==> src/rtl/ccff_chain_loader.sv <==
// Loads a configuration-flip-flop chain from an 8-bit bitstream, then recirculates the chain once
// to confirm its contents via a CRC-8 comparison of shifted-in versus shifted-out bits.
module ccff_chain_loader #(
    parameter int unsigned CHAIN_LEN = 8,
    parameter logic [7:0]  CRC_INIT  = 8'h00
) (
    input  logic       prog_clk,
    input  logic       pReset,
    input  logic       start,
    input  logic [7:0] cfg_data,
    input  logic       cfg_valid,
    output logic       cfg_ready,
    output logic       ccff_head,
    output logic       ccff_shift_en,
    input  logic       ccff_tail,
    output logic       busy,
    output logic       done,
    output logic       error
);

    localparam int unsigned CntW = $clog2(CHAIN_LEN + 1);
    localparam logic [CntW-1:0] ChainLenC = CntW'(CHAIN_LEN);

    localparam logic [1:0] StIdle   = 2'd0;
    localparam logic [1:0] StLoad   = 2'd1;
    localparam logic [1:0] StVerify = 2'd2;
    localparam logic [1:0] StDone   = 2'd3;

    logic [1:0]      state_q, state_d;
    logic [CntW-1:0] bit_cnt_q, bit_cnt_d;
    logic [7:0]      sr_q, sr_d;
    logic [3:0]      bits_left_q, bits_left_d;
    logic [7:0]      crc_in_q, crc_in_d;
    logic [7:0]      crc_out_q, crc_out_d;
    logic            error_q, error_d;
    logic            last_bit;
    logic [31:0]     remaining;
    logic [3:0]      byte_bits;

    function automatic logic [7:0] crc8_step(input logic [7:0] crc, input logic b);
        logic fb;
        fb = crc[7] ^ b;
        return {crc[6:0], 1'b0} ^ (fb ? 8'h07 : 8'h00);
    endfunction

    assign last_bit  = (bit_cnt_q == ChainLenC - 1'b1);
    assign remaining = CHAIN_LEN - 32'(bit_cnt_q);
    // The final byte only carries the bits still owed to the chain; its tail is dropped.
    assign byte_bits = (remaining >= 32'd8) ? 4'd8 : remaining[3:0];

    always_comb begin
        state_d       = state_q;
        bit_cnt_d     = bit_cnt_q;
        sr_d          = sr_q;
        bits_left_d   = bits_left_q;
        crc_in_d      = crc_in_q;
        crc_out_d     = crc_out_q;
        error_d       = error_q;
        cfg_ready     = 1'b0;
        ccff_head     = 1'b0;
        ccff_shift_en = 1'b0;
        busy          = 1'b0;
        done          = 1'b0;
        case (state_q)
            StIdle: begin
                if (start) begin
                    state_d     = StLoad;
                    error_d     = 1'b0;
                    crc_in_d    = CRC_INIT;
                    crc_out_d   = CRC_INIT;
                    bit_cnt_d   = '0;
                    bits_left_d = 4'd0;
                end
            end
            StLoad: begin
                busy = 1'b1;
                if (bits_left_q == 4'd0) begin
                    cfg_ready = 1'b1;
                    if (cfg_valid) begin
                        sr_d        = cfg_data;
                        bits_left_d = byte_bits;
                    end
                end else begin
                    ccff_head     = sr_q[7];
                    ccff_shift_en = 1'b1;
                    sr_d          = {sr_q[6:0], 1'b0};
                    bits_left_d   = bits_left_q - 4'd1;
                    crc_in_d      = crc8_step(crc_in_q, sr_q[7]);
                    if (last_bit) begin
                        state_d   = StVerify;
                        bit_cnt_d = '0;
                    end else begin
                        bit_cnt_d = bit_cnt_q + 1'b1;
                    end
                end
            end
            StVerify: begin
                busy          = 1'b1;
                ccff_shift_en = 1'b1;
                ccff_head     = ccff_tail;
                crc_out_d     = crc8_step(crc_out_q, ccff_tail);
                if (last_bit) begin
                    state_d   = StDone;
                    bit_cnt_d = '0;
                    error_d   = error_q | (crc_out_d != crc_in_q);
                end else begin
                    bit_cnt_d = bit_cnt_q + 1'b1;
                end
            end
            StDone: begin
                done    = 1'b1;
                state_d = StIdle;
            end
            default: state_d = StIdle;
        endcase
    end

    always_ff @(posedge prog_clk) begin
        if (pReset) begin
            state_q     <= StIdle;
            bit_cnt_q   <= '0;
            sr_q        <= 8'h00;
            bits_left_q <= 4'd0;
            crc_in_q    <= 8'h00;
            crc_out_q   <= 8'h00;
            error_q     <= 1'b0;
        end else begin
            state_q     <= state_d;
            bit_cnt_q   <= bit_cnt_d;
            sr_q        <= sr_d;
            bits_left_q <= bits_left_d;
            crc_in_q    <= crc_in_d;
            crc_out_q   <= crc_out_d;
            error_q     <= error_d;
        end
    end

    assign error = error_q;

endmodule

==> config.mk <==
export PLATFORM = sky130hd
export DESIGN_NAME = ccff_chain_loader
export DESIGN_NICKNAME = d
export VERILOG_FILES = /design/src/rtl/ccff_chain_loader.sv
export SDC_FILE = /design/constraint.sdc
export NUM_CORES = 1
export LEC_CHECK = 0
export CAP_MARGIN = 10
export CORE_UTILIZATION = 55
export CTS_CLUSTER_SIZE = 10
export DETAILED_ROUTE_END_ITERATION = 8
export GPL_TIMING_DRIVEN = 0
export PLACE_DENSITY = 0.77
export RECOVER_POWER = 25
export SYNTH_ARGS = -nofsm -noshare
export SYNTH_HDL_FRONTEND = slang
export SYNTH_SLANG_ARGS = --single-unit
==> constraint.sdc <==
create_clock -name prog_clk -period 2.3 [get_ports prog_clk]
set_clock_uncertainty 0.1 [all_clocks]
set_input_delay 0.46 -clock prog_clk [delete_from_list [all_inputs] [get_ports prog_clk]]
set_output_delay 0.46 -clock prog_clk [all_outputs]
set_load 0.02 [all_outputs]
==> run metrics <==
IO Pins 19; CTS tree yes; post-detailed-placement half-perimeter wirelength 2810 µm; Startpoint Class register; Hold Crit Class reg2reg; Syn. warnings 0; DRT iter0 DRCs 105; fill count 287; Worst Path Buf+Inv 2; LEAKAGE 0.863 nW; Period minus WS final 2.37 ns; Clock Path Buffers 2; core area 3360 µm²; CP required 1.74 ns; RSZ-0062 raised after global routing true; Core Rows 21; total CTS buffers 5; first-pass iteration count of the detailed router 4; met1 Track Usage GR 0.291; initial antenna violation count 0; Crit Path Class reg2out; EDFF count, synth 0; final antenna-violating net count 0; CP top delay family simple AND/OR/NAND/NOR gates; Mean Syn Cell Area 8.70 µm²; total global routing overflow 0; Worst-path clk slew 0.10 ns; final setup fails 2; Max-slew headroom 0.603; commonest cells after routing, fill and taps aside 33 x dfxtp_1, 30 x nor2_1, 22 x nand2_1, 15 x a22oi_1, 13 x clkdlybuf4s50_1; failing checks negative setup slack; final worst setup slack -0.0736 ns; GR Layer Usage met2 0.376; vias 1704; setup_tns -0.127 ns; Total Nets Final 277; Post-Syn Area 1960 µm²; largest net degree at the start of global routing 12; WL per Instance 13.6 µm; # port buffers 17; Die X 61.7 µm; Main synth FF type dfxtp_1; M3 GR Usage 0.0588; Post-synth ARST share 0; TritonCTS Sinks 35; H-Tree Depth 2; first-pass GRT wire length 6380 µm; Synth cell types 49; GPL Wtd Cong 0.821; final total power 0.00264 W; Yosys top cell area share 0.358; Synth Register Bits 35; die area 3800 µm²; Fmax 421 MHz; slowest CP cell or3b_4; number of global-route vias before repair 1435; Routed WL 4110 µm; register area share after synthesis 0.358; P&R area growth vs syn 19.6%; max cap viols 0; arrival time at the worst endpoint 1.81 ns; layout cells sized above 1 0.149; Residual DRC 0; DIE HEIGHT 61.7 µm; Syn Inst Count 225; latest clock arrival within the worst-skew pair 0.34 ns; CP max stage delay 0.42 ns; pwr dens 1130 nW/µm²; Final period util 1.03; fin. max-slew vios 0; syn_nets 248; initial core utilization 0.582; most common cell after layout, fill and taps aside dfxtp_1; clock root cell clkbuf_4; worst slew pin tran 0.591 ns; maximum vdd ir drop 633 µV; status complete, but fails checks; crit path max fanout 4; Vias/cell 5.66; area leader, netlist dfxtp_1; Final Hold Viols 0; Total Routing Usage GR 0.228; worst-path cell chain inv_2 -> ha_4 -> or3b_4 -> a32oi_1 -> nor2b_1 -> buf_2; gr busiest metal met2; Critical Path End Type primary output; ant diodes 0; synth top area cells dfxtp_1 36%, ha_1 6.4%, a22oi_1 5.8%
==> timing repair <==
| item | CTS | global route |
|---|---|---|
| endpoints found under the setup margin | 4 | 4 |
| pin swaps | 2 | 2 |
| gates resized for setup | 20 | 9 |
| hold buffers | 0 | 0 |
| buffers inserted | 3 | 3 |
==> metal layers <==
metal	vias to the layer above	part of all wire
li1	858	-
met1	803	0.48
met2	36	0.47
met3	7	0.039
met4	0	0.012
met5	-	0
==> tightest hold or removal path: cells and delay by family, from the launching register on <==
family,cells,cell delay (ns)
DFF,1,0.32
and+or+nand+nor,1,0.06
AOI/OAI and AO/OA,1,0.05
==> metrics by stage <==
step                      area [µm²]  worst slack [ns]  utilization  hold WS, ns  instances
after floorplan                 1960             0.155            -        0.345        225
after global placement          2180            -0.463        0.650        0.357        288
after detailed placement        2180            -0.486        0.650        0.368        288
after CTS                       2300            -0.133        0.685        0.384        298
after global routing            2340            -0.133        0.696        0.413        301
final                           2340           -0.0736        0.696        0.379        301
==> logic make-up after synthesis <==
| logic type | share of synthesized area |
|---|---|
| flip-flops | 0.358 |
| AND/OR/NAND/NOR | 0.228 |
| buffers and inverters | 0.0435 |
| adder cells (fa/ha/maj) | 0.0639 |
| AO/OA/AOI/OAI | 0.207 |
| multiplexers | 0.0371 |
| XOR/XNOR | 0.0627 |
==> area by class of cell <==
cell class | count | area (µm²) | share of cell area
flip-flops and latches | 35 | 703 | 0.301
plain buffers | 10 | 61.3 | 0.0262
inverters | 9 | 33.8 | 0.0144
clock buffers | 6 | 51.3 | 0.0219
repair buffers | 23 | 203 | 0.0866
multi-input cells | 170 | 1190 | 0.511
well taps | 46 | 57.6 | 0.0246
clock inverters | 2 | 35.0 | 0.0150
==> power by group <==
part           switching (W)  internal, W  total [W]
Combinational       0.000767     0.000622    0.00139
Sequential         0.0000874     0.000701   0.000788
Clock               0.000208     0.000257   0.000465
Total                0.00106      0.00158    0.00264
==> sequential cells by signal, summed over array words and instances (netlist names) <==
| register | cells |
|---|---|
| error | 1 |
| crc_out_q | 8 |
| bits_left_q | 4 |
| bit_cnt_q | 4 |
| sr_q | 8 |
| crc_in_q | 8 |
| state_q | 2 |
==> final timing paths <==
check,from,endpoint,slack [ns],cells after the start
max,bits_left_q[0]$_SDFFE_PP0P_,ccff_head,-0.07,6
min,sr_q[0]$_SDFFE_PP0P_,sr_q[0]$_SDFFE_PP0P_,0.38,2
max reg2reg,state_q[0]$_SDFFE_PP0P_,crc_in_q[7]$_SDFFE_PP0P_,0.25,7
min reg2reg,sr_q[0]$_SDFFE_PP0P_,sr_q[0]$_SDFFE_PP0P_,0.38,2
==> Yosys cell counts (5+ instances only) <==
library cell  count
a311oi_1          7
a21oi_1           7
inv_1             9
dfxtp_1          35
nand2_1          22
nand2b_1          7
clkbuf_1          8
o21ai_0           6
mux2i_1           5
nor2_1           30
ha_1             10
xnor2_1          10
a22oi_1          15
No activity file was read; power rests on OpenSTA's default activity.
